<file path="config.mk">
export PLATFORM = sky130hd
export DESIGN_NAME = frame_buf_reader
export DESIGN_NICKNAME = d
export VERILOG_FILES = /design/src/rtl/frame_buf_pkg.sv /design/src/rtl/frame_buf_fifo.sv /design/src/rtl/frame_buf_reader.sv
export SDC_FILE = /design/constraint.sdc
export NUM_CORES = 1
export LEC_CHECK = 0
export ABC_AREA = 1
export CORE_UTILIZATION = 45
export DETAILED_ROUTE_END_ITERATION = 6
export PLACE_DENSITY = 0.68
export SLEW_MARGIN = 30
export SYNTH_ARGS = -nofsm -noshare
export SYNTH_HDL_FRONTEND = slang
export SYNTH_HIERARCHICAL = 1
export SYNTH_SLANG_ARGS = --single-unit
</file>
<file path="constraint.sdc">
create_clock -name clk -period 2.3 [get_ports clk]
set_clock_uncertainty 0.05 [all_clocks]
set_input_delay 0.46 -clock clk [delete_from_list [all_inputs] [get_ports clk]]
set_output_delay 0.46 -clock clk [all_outputs]
set_load 0.02 [all_outputs]
</file>
<file path="src/rtl/frame_buf_pkg.sv">
// frame_buf_pkg: state encodings, polarity constants and sizing helpers for the frame buffer reader.
// Latency: none (types and constants only).
// Backpressure: none (no datapath here).
package frame_buf_pkg;

  typedef enum logic [1:0] {
    IDLE  = 2'd0,
    FETCH = 2'd1,
    DRAIN = 2'd2
  } state_t;

  localparam logic ASSERT_L   = 1'b0;
  localparam logic DEASSERT_L = 1'b1;
  localparam logic ASSERT_H   = 1'b1;
  localparam logic DEASSERT_H = 1'b0;

  // Number of memory words making up one frame.
  function automatic int frame_words(input int h_res, input int v_res);
    return h_res * v_res;
  endfunction

  // Counter width able to hold 0..n-1, never narrower than one bit.
  function automatic int cnt_width(input int n);
    return (n > 1) ? $clog2(n) : 1;
  endfunction

endpackage

</file>
<file path="src/rtl/frame_buf_fifo.sv">
// frame_buf_fifo: first-word-fall-through synchronous FIFO for prefetched frame words.
// Latency: a pushed word is visible at pop_data one cycle after the push edge.
// Backpressure: push is dropped when full unless a pop happens in the same cycle; pop ignored when empty.
module frame_buf_fifo #(
  parameter int WIDTH = 32,
  parameter int DEPTH = 4
) (
  input  logic                       clk,
  input  logic                       reset,
  input  logic                       push,
  input  logic [WIDTH-1:0]           push_data,
  input  logic                       pop,
  output logic [WIDTH-1:0]           pop_data,
  output logic [$clog2(DEPTH+1)-1:0] count,
  output logic                       empty,
  output logic                       full
);

  localparam int PW = $clog2(DEPTH);
  localparam int CW = $clog2(DEPTH+1);

  logic [WIDTH-1:0] mem [DEPTH];
  logic [PW-1:0]    wr_ptr;
  logic [PW-1:0]    rd_ptr;
  logic             do_push;
  logic             do_pop;

  assign empty    = (count == '0);
  assign full     = (count == CW'(DEPTH));
  assign do_pop   = pop && !empty;
  // A pop in the same cycle frees the slot the push lands in.
  assign do_push  = push && (!full || do_pop);
  assign pop_data = mem[rd_ptr];

  // Storage array; cleared on reset so the head word reads as zero when empty.
  always_ff @(posedge clk or negedge reset) begin
    if (!reset) begin
      for (int i = 0; i < DEPTH; i++) mem[i] <= '0;
    end else if (do_push) begin
      mem[wr_ptr] <= push_data;
    end
  end

  // Pointers wrap naturally because DEPTH is a power of two.
  always_ff @(posedge clk or negedge reset) begin
    if (!reset) begin
      wr_ptr <= '0;
      rd_ptr <= '0;
      count  <= '0;
    end else begin
      if (do_push) wr_ptr <= wr_ptr + PW'(1);
      if (do_pop)  rd_ptr <= rd_ptr + PW'(1);
      case ({do_push, do_pop})
        2'b10:   count <= count + CW'(1);
        2'b01:   count <= count - CW'(1);
        default: count <= count;
      endcase
    end
  end

endmodule

</file>
<file path="src/rtl/frame_buf_reader.sv">
// frame_buf_reader: walks one frame of buffer addresses and streams the returned words out with sof/eol/eof tags.
// Latency: first read one cycle after start; pixels emerge one cycle after their memory return.
// Backpressure: reads issue only while FIFO_DEPTH - fifo_count - outstanding > 0; output holds while out_ready is low.
// Build option FRAME_REPEAT_EN: start_n low in the frame_done cycle restarts the next frame without an IDLE cycle.
module frame_buf_reader #(
  parameter int DATA_WIDTH = 32,
  parameter int ADDR_WIDTH = 4,
  parameter int H_RES      = 4,
  parameter int V_RES      = 4,
  parameter int BASE_ADDR  = 0,
  parameter int FIFO_DEPTH = 4
) (
  input  logic                  clk,
  input  logic                  reset,
  input  logic                  start_n,
  output logic                  busy,
  output logic                  frame_done,
  output logic                  mem_rd_en_n,
  output logic [ADDR_WIDTH-1:0] mem_rd_addr,
  input  logic [DATA_WIDTH-1:0] mem_rd_data,
  input  logic                  mem_rd_data_valid,
  output logic                  out_valid,
  input  logic                  out_ready,
  output logic [DATA_WIDTH-1:0] out_data,
  output logic                  out_sof,
  output logic                  out_eol,
  output logic                  out_eof,
  output logic                  err_unexp
);

  import frame_buf_pkg::*;

  localparam int FRAME_WORDS = frame_words(H_RES, V_RES);
  localparam int CNT_W       = $clog2(FIFO_DEPTH+1);
  localparam int IW          = $clog2(FRAME_WORDS+1);
  localparam int XW          = cnt_width(H_RES);
  localparam int YW          = cnt_width(V_RES);

  localparam logic [ADDR_WIDTH-1:0] BASE       = ADDR_WIDTH'(BASE_ADDR);
  localparam logic [CNT_W:0]        DEPTH_V    = (CNT_W+1)'(FIFO_DEPTH);
  localparam logic [IW-1:0]         LAST_ISSUE = IW'(FRAME_WORDS-1);
  localparam logic [XW-1:0]         X_LAST     = XW'(H_RES-1);
  localparam logic [YW-1:0]         Y_LAST     = YW'(V_RES-1);

  state_t                state;
  state_t                state_nxt;
  logic                  frame_load;
  logic [ADDR_WIDTH-1:0] addr;
  logic [IW-1:0]         issue_cnt;
  logic [CNT_W-1:0]      outstanding;
  logic [XW-1:0]         x;
  logic [YW-1:0]         y;
  logic                  err_q;

  logic [CNT_W-1:0]      fifo_count;
  logic                  fifo_empty;
  logic                  fifo_full;
  logic [DATA_WIDTH-1:0] fifo_head;

  logic has_credit;
  logic issue;
  logic ret_ok;
  logic ret_bad;
  logic accept;
  logic at_eol;
  logic at_eof;
  logic frame_end;

  // Words already in the FIFO plus words still in flight may never exceed the FIFO size.
  assign has_credit = ({1'b0, fifo_count} + {1'b0, outstanding}) < DEPTH_V;
  assign issue      = (state == FETCH) && has_credit;
  assign ret_ok     = mem_rd_data_valid && (outstanding != '0);
  assign ret_bad    = mem_rd_data_valid && (outstanding == '0);
  assign accept     = !fifo_empty && out_ready;
  assign at_eol     = (x == X_LAST);
  assign at_eof     = at_eol && (y == Y_LAST);
  // The eof word is the frame's last return, so when it is accepted nothing is outstanding and the FIFO drains empty.
  assign frame_end  = (state == DRAIN) && accept && at_eof;

  frame_buf_fifo #(
    .WIDTH (DATA_WIDTH),
    .DEPTH (FIFO_DEPTH)
  ) u_fifo (
    .clk       (clk),
    .reset     (reset),
    .push      (ret_ok && (!fifo_full || accept)),
    .push_data (mem_rd_data),
    .pop       (accept),
    .pop_data  (fifo_head),
    .count     (fifo_count),
    .empty     (fifo_empty),
    .full      (fifo_full)
  );

  // State register.
  always_ff @(posedge clk or negedge reset) begin
    if (!reset) state <= IDLE;
    else        state <= state_nxt;
  end

  // Next-state decode; frame_load marks every entry into FETCH.
  always_comb begin
    state_nxt  = state;
    frame_load = 1'b0;
    case (state)
      IDLE: begin
        if (start_n == ASSERT_L) begin
          state_nxt  = FETCH;
          frame_load = 1'b1;
        end
      end
      FETCH: begin
        if (issue && (issue_cnt == LAST_ISSUE)) state_nxt = DRAIN;
      end
      DRAIN: begin
        if (frame_end) begin
`ifdef FRAME_REPEAT_EN
          if (start_n == ASSERT_L) begin
            state_nxt  = FETCH;
            frame_load = 1'b1;
          end else begin
            state_nxt = IDLE;
          end
`else
          state_nxt = IDLE;
`endif
        end
      end
      default: state_nxt = IDLE;
    endcase
  end

  // Output decode from the current state and handshakes.
  always_comb begin
    busy        = (state != IDLE) ? ASSERT_H : DEASSERT_H;
    mem_rd_en_n = issue ? ASSERT_L : DEASSERT_L;
    frame_done  = frame_end ? ASSERT_H : DEASSERT_H;
  end

  // Read address and per-frame issue count.
  always_ff @(posedge clk or negedge reset) begin
    if (!reset) begin
      addr      <= BASE;
      issue_cnt <= '0;
    end else if (frame_load) begin
      addr      <= BASE;
      issue_cnt <= '0;
    end else if (issue) begin
      addr      <= addr + ADDR_WIDTH'(1);
      issue_cnt <= issue_cnt + IW'(1);
    end
  end

  // Reads in flight: up on issue, down on an expected return.
  always_ff @(posedge clk or negedge reset) begin
    if (!reset) begin
      outstanding <= '0;
    end else begin
      case ({issue, ret_ok})
        2'b10:   outstanding <= outstanding + CNT_W'(1);
        2'b01:   outstanding <= outstanding - CNT_W'(1);
        default: outstanding <= outstanding;
      endcase
    end
  end

  // Pixel position, advanced only when the downstream accepts a pixel.
  always_ff @(posedge clk or negedge reset) begin
    if (!reset) begin
      x <= '0;
      y <= '0;
    end else if (frame_load) begin
      x <= '0;
      y <= '0;
    end else if (accept) begin
      if (at_eol) begin
        x <= '0;
        y <= (y == Y_LAST) ? '0 : y + YW'(1);
      end else begin
        x <= x + XW'(1);
      end
    end
  end

  // Sticky flag for a return arriving with no read outstanding.
  always_ff @(posedge clk or negedge reset) begin
    if (!reset)       err_q <= 1'b0;
    else if (ret_bad) err_q <= 1'b1;
  end

  // Tags are qualified with out_valid so they read zero while nothing is presented.
  assign out_valid   = !fifo_empty;
  assign out_data    = fifo_head;
  assign out_sof     = out_valid && (x == '0) && (y == '0);
  assign out_eol     = out_valid && at_eol;
  assign out_eof     = out_valid && at_eof;
  assign mem_rd_addr = addr;
  assign err_unexp   = err_q;

endmodule

</file>
[Word-level counts from Yosys, hierarchy flattened]
Cells that the tools add are included.
Widths: inputs -> output; s select.
Operators by class
  equality and inequality tests: 13
  multiplexer cells: 28
  reductions and logical operators: 34
  bitwise gates (word level): 2
  add/sub/neg operators: 11
  order comparisons: 4
Operators by type and width (count)
  $bwmux 128: 1
  $mux 32: 3
  $bmux 32 s2: 1
  $demux 32 s2: 1
  $mux 2: 10
  $logic_and 1x1->1: 16
  $pmux 3 s2: 2
  $reduce_bool 2->1: 6
  $eq 2x2->1 const B: 5
  $mux 5: 2
  $add 2x1->2 const B: 4
  $mux 4: 2
  $add 3x1->3 const B: 2
  $eq 2x1->1 const B: 3
  $ge 3x3->1 const B: 2
  $logic_not 2->1: 3
  $logic_not 3->1: 2
  $not 2->3: 2
  $pmux 2 s3: 1
  $sub 3x1->3 const B: 2
  $add 5x1->5 const B: 1
  $eq 5x4->1 const B: 1
  $mux 1: 5
  $add 3x3->4: 1
  11 further kinds: 14
Word-level totals
  output and inout port bits: 44
  word-level logic and storage cells: 106
  input port bits: 37
  register bits after elaboration: 154

[Logic depth before layout (Yosys ltp)]
  depth in word-level cells: 8
  mapped depth: 17
  gate-level depth less buffers: 16

[Hierarchy]
Netlist, hierarchy kept.
Modules (own cells, without submodules)
  frame_buf_fifo: times used 1, area each 6552.5 um^2, sequential area each 3378.2 um^2, cells an instance 802
  frame_buf_reader: times used 1, area each 1159.9 um^2, sequential area each 475.5 um^2, cells an instance 140

[Worst setup path after synthesis]
No wires, ideal clock.
  path type: reg2reg
  from: reg u_fifo.count[1]
  to: reg u_fifo.count[2]
  period minus slack after synthesis: 2.613 ns
  stages on the path, launching flop included: 17
  path buffers: 1
  data required time: 2.127 ns
  setup time: 0.123 ns
  slack: -0.313 ns
  arrival: 2.440 ns
  path through: dfrtp_1 > nor2_2 > nand2_1 > inv_1 > inv_2 > nand2_1 > inv_1 > inv_1 > nand3_4 > buf_4 > nand2_1 > ha_1 > inv_1 > fa_1 > nand2_1 > nand3b_1 > xor2_1
On the way
  longest elaborated chain between the ends: 8
  elaborated cells between the ends (all ways): 16
  classes of those cells: add/sub (2); eq/ne (3); mux (1); reduce/logical (10)
RTL lines
  start, declared: line frame_buf_fifo.sv:14  | output logic [$clog2(DEPTH+1)-1:0] count,
  start signal, assigned: line frame_buf_fifo.sv:54  | 2'b10: count <= count + CW'(1);
  start signal, assigned: line frame_buf_fifo.sv:55  | 2'b01: count <= count - CW'(1);
  start signal, assigned: line frame_buf_fifo.sv:56  | default: count <= count;
  $logic_not 3->1 (*): line frame_buf_fifo.sv:28  | assign empty = (count == '0);
  via fifo_empty: line frame_buf_reader.sv:56  | logic fifo_empty;
  $logic_not 1->1 (*)
  via out_valid: line frame_buf_reader.sv:22  | output logic out_valid,
  $logic_and 1x1->1 (*): line frame_buf_reader.sv:74  | assign accept = !fifo_empty && out_ready;
  via accept: line frame_buf_reader.sv:64  | logic accept;
  $logic_or 1x1->1 / $logic_and 1x1->1 (equally long branches): line frame_buf_reader.sv:86, frame_buf_fifo.sv:30
  $logic_and 1x1->1 / $logic_or 1x1->1 (equally long branches): line frame_buf_reader.sv:86, frame_buf_fifo.sv:32
  $logic_and 1x1->1: line frame_buf_fifo.sv:32  | assign do_push = push && (!full || do_pop);
  $eq 2x1->1 / $eq 2x2->1 (equally long branches): line frame_buf_fifo.sv:53  | case ({do_push, do_pop})
  $pmux 3 s2 / $reduce_bool 2->1 (equally long branches)
The timed path passes the listed nets; every way through them passes the cells marked *.
A chain may end at the register's enable or synchronous reset.

[Worst setup path after layout]
  from: reg u_fifo.rd_ptr[0]
  to: out out_data[31]
On the way
  longest elaborated chain between the ends: 4
RTL lines
  start, declared: line frame_buf_fifo.sv:24  | logic [PW-1:0] rd_ptr;
  start signal, assigned: line frame_buf_fifo.sv:52  | if (do_pop) rd_ptr <= rd_ptr + PW'(1);
  $not 2->3 (implied by the code): line frame_buf_fifo.sv:33  | assign pop_data = mem[rd_ptr];
  $bmux 32 s2: line frame_buf_fifo.sv:33
  $mux 32 (implied by the code) (2 in series): line frame_buf_fifo.sv:33
  end, declared: line frame_buf_reader.sv:24  | output logic [DATA_WIDTH-1:0] out_data,
No other way between the ends. The select of a mux whose other input is x is not followed.

==> results_dict.tcl <==
set metrics [dict create \
    status "finished clean" \
    critPathBufInv 3 \
    nets 1071 \
    vdd_drop_max_v 0.000852 \
    drc_errors 0 \
    root_buffer "clkbuf_16" \
    rsz0062_at_grt "true" \
    antenna_left 0 \
    max_slew.worst_pin.slew_ns 0.539 \
    fin_crit_ns 2.27 \
    power.internal_mw 8.41 \
    worst_hold_startpoint "err_unexp" \
    vias_per_cell 5.54 \
    r2r_cells 15 \
    crit_required_ns 1.79 \
    die_x_um 133 \
    min_period_over_period_pct 98.7 \
    r2r_end "u_fifo/count[2]" \
    syn_area_mm2 0.00771 \
    whs_path_depth 1 \
    r2r_slack_ns 0.09 \
    cts_tree "yes" \
    rows 47 \
    cts.htree.levels 4 \
    dr_total_vias 6923 \
    setup_violations 0 \
    power.leakage_nw 4.77 \
    clkTransAtPathRegs_ns 0.06 \
    critical_path.endpoint_type "primary output" \
    max_cap_viol_count 0 \
    drt-initial-drc-count 499 \
    powerDensity_mw_per_mm2 1590 \
    die_h_um 133 \
    die_area_mm2 0.0177 \
    yosysUniqueCellTypes 32 \
    gp_congestion 0.742 \
    fin_util_pct 57.3 \
    p_sw_mw 6.78 \
    path_delay_family "buffers and inverters" \
    io_pins 81 \
    min_path_type "flip-flop to flip-flop" \
    drt-total-wl_um 20800 \
    grt_overflow 0 \
    cts_sinks 154 \
    antenna_found_initial 0 \
    slew_viol_final 0 \
    cts_made_buffers 17 \
    synth_most_common_cell "nand2_1" \
    relSlewSlack_pct 63.8 \
    yosys_register_bits 154 \
    drt_pass1_iterations 5 \
    grt_max_degree 77 \
    fillers 1536 \
    groute.usage.overall_pct 24.8 \
    wire_per_inst_um 16.6 \
    grt_pass1_wl_um 34400 \
    cts.path.max_buffers 2 \
    final_hold_viol_count 0 \
    seq_area_frac_synth_pct 50.0 \
    min_to "err_unexp" \
    synth_top_area_share_pct 50.0 \
    r2r-start "u_fifo/count[1]" \
    synthesis.nets 996 \
    crit_arrival_ns 1.76 \
    ys_async_sr_fraction_pct 100 \
    start_util_pct 46.3 \
    drive_gt1_share_pct 14.7 \
    grt_pass1_vias 6547 \
    sw_frac_of_total_pct 44.6 \
    fin_tns_setup_ns 0 \
    critPathKind "flip-flop to primary output" \
    synth_commonest_cells "nand2_1, dfrtp_1, nand4_1, nor2_1, o21ai_0" \
    yosys.area.top_type "dfrtp_1" \
    postSynthAreaPerCell_um2 8.19 \
    cpPeakStageDelay_ns 0.49 \
    crit_chain "inv_6 > bufbuf_16 > nor2_1 > o22ai_2 > buf_6" \
    portBuffers 80 \
    dpl.hpwl_um 12600 \
    yosys-top-cells-area "dfrtp_1, nand2_1, nand4_1" \
    setup_ws_ns 0.0310 \
    synth_cells 942 \
    clkLatencyLatePin_ns 0.42 \
    yosysWarnings 6 \
    synth_flop_cell "dfrtp_1" \
    critPathLaunchType "flip-flop" \
    layout-area-overhead-vs-synth_pct 23.7 \
    clock_power_share_pct 17.8 \
    place_worst_setup_slack_ns -0.151 \
    core_area_mm2 0.0166 \
    cpMaxStageDelayCell "dfrtp_2" \
    crit_fanout 13 \
    fmax_mhz 441 \
    seqPwrFrac_pct 30.8 \
    synth_edf_count 0 \
    combPwrFrac_pct 51.4 \
    diodes 0 \
]
==> layout make-up <==
type                       count  area (um2)  share of cell area (%)
multi-input combinational    672        3410                    35.7
inverter                      36         143                    1.49
clock inverter                12         116                    1.22
clock buffer                  20         457                    4.79
timing repair buffer         136        1280                    13.5
sequential                   154        3860                    40.4
tap                          220         275                    2.88
==> worst max-delay path by stage <==
| stage | to | from | cells past startpoint |
|---|---|---|---|
| after global routing | u_fifo/count[2] | u_fifo/count[1] | 16 |
| after global placement | u_fifo/count[1] | out_ready | 8 |
| after floorplan | u_fifo/count[2] | u_fifo/count[0] | 16 |
| after detailed placement | u_fifo/count[1] | out_ready | 8 |
| after CTS | out_data[27] | u_fifo/rd_ptr[0] | 5 |
| final | out_data[31] | u_fifo/rd_ptr[0] | 5 |
==> cell families (layout without fill, tap and decap cells) <==
family,Yosys count,count (layout),synth area share [%]
compound gates,108,108,7.64
xor+xnor,8,8,0.908
fa+ha+maj,17,17,2.95
buf+inv,116,204,6.52
flops,154,154,50.0
simple gates,539,539,32.0
==> sequential cells by signal, indices dropped and copies added (netlist names) <==
register       count
x                  2
u_fifo/count       3
u_fifo/wr_ptr      2
err_unexp          1
y                  2
u_fifo/mem       128
issue_cnt          5
outstanding        3
mem_rd_addr        4
u_fifo/rd_ptr      2
state              2
==> cells in the final DEF (no fill, tap or decap), drive strengths merged, types with 15 or more instances in the layout <==
| cell type | count |
|---|---|
| nand3 | 29 |
| buf | 72 |
| nand4 | 131 |
| clkbuf | 35 |
| nor2 | 76 |
| clkdlybuf4s50 | 41 |
| o21ai | 73 |
| dfrtp | 154 |
| ha | 15 |
| inv | 38 |
| nand2 | 298 |
| o22ai | 32 |
==> what timing repair did <==
action                                 in CTS  in global routing
endpoints found under the hold margin      43                  0
setup buffers                               0                  1
gates resized for setup                    99                 43
pin swaps                                   0                  1
gates cloned                                1                  0
hold buffers                                1                  0
setup endpoints to repair                  38                 49
==> per-stage QoR <==
| step | hold slack [ns] | cells | total power, mW | cell area [um2] |
|---|---|---|---|---|
| finish | 0.404 | 1250 | 15.2 | 9540 |
| global route | 0.423 | 1250 | 16.3 | 9540 |
| CTS | 0.409 | 1249 | 15.3 | 9600 |
| detailed placement | 0.393 | 1215 | 12.8 | 9020 |
| global placement | 0.389 | 1215 | 12.6 | 9020 |
| floorplan | 0.114 | 942 | 9.56 | 7760 |
==> per-layer routing <==
| layer | routed length (um) | track usage [%] | up-vias |
|---|---|---|---|
| li1 | - | - | 3350 |
| met1 | 9610 | 35.0 | 3344 |
| met2 | 9820 | 39.1 | 211 |
| met3 | 1170 | 4.75 | 18 |
| met4 | 210 | 6.77 | 0 |
| met5 | 0 | 0 | - |
==> power by group through the flow <==
stage | combinational, mW | clock, mW | sequential (mW)
floorplan | 5.04 | 0 | 4.52
global placement | 8.02 | 0 | 4.63
detailed placement | 8.11 | 0 | 4.66
CTS | 7.89 | 2.75 | 4.64
global route | 8.60 | 2.86 | 4.82
finish | 7.81 | 2.70 | 4.67
No activity file was read; power rests on OpenSTA's default activity.
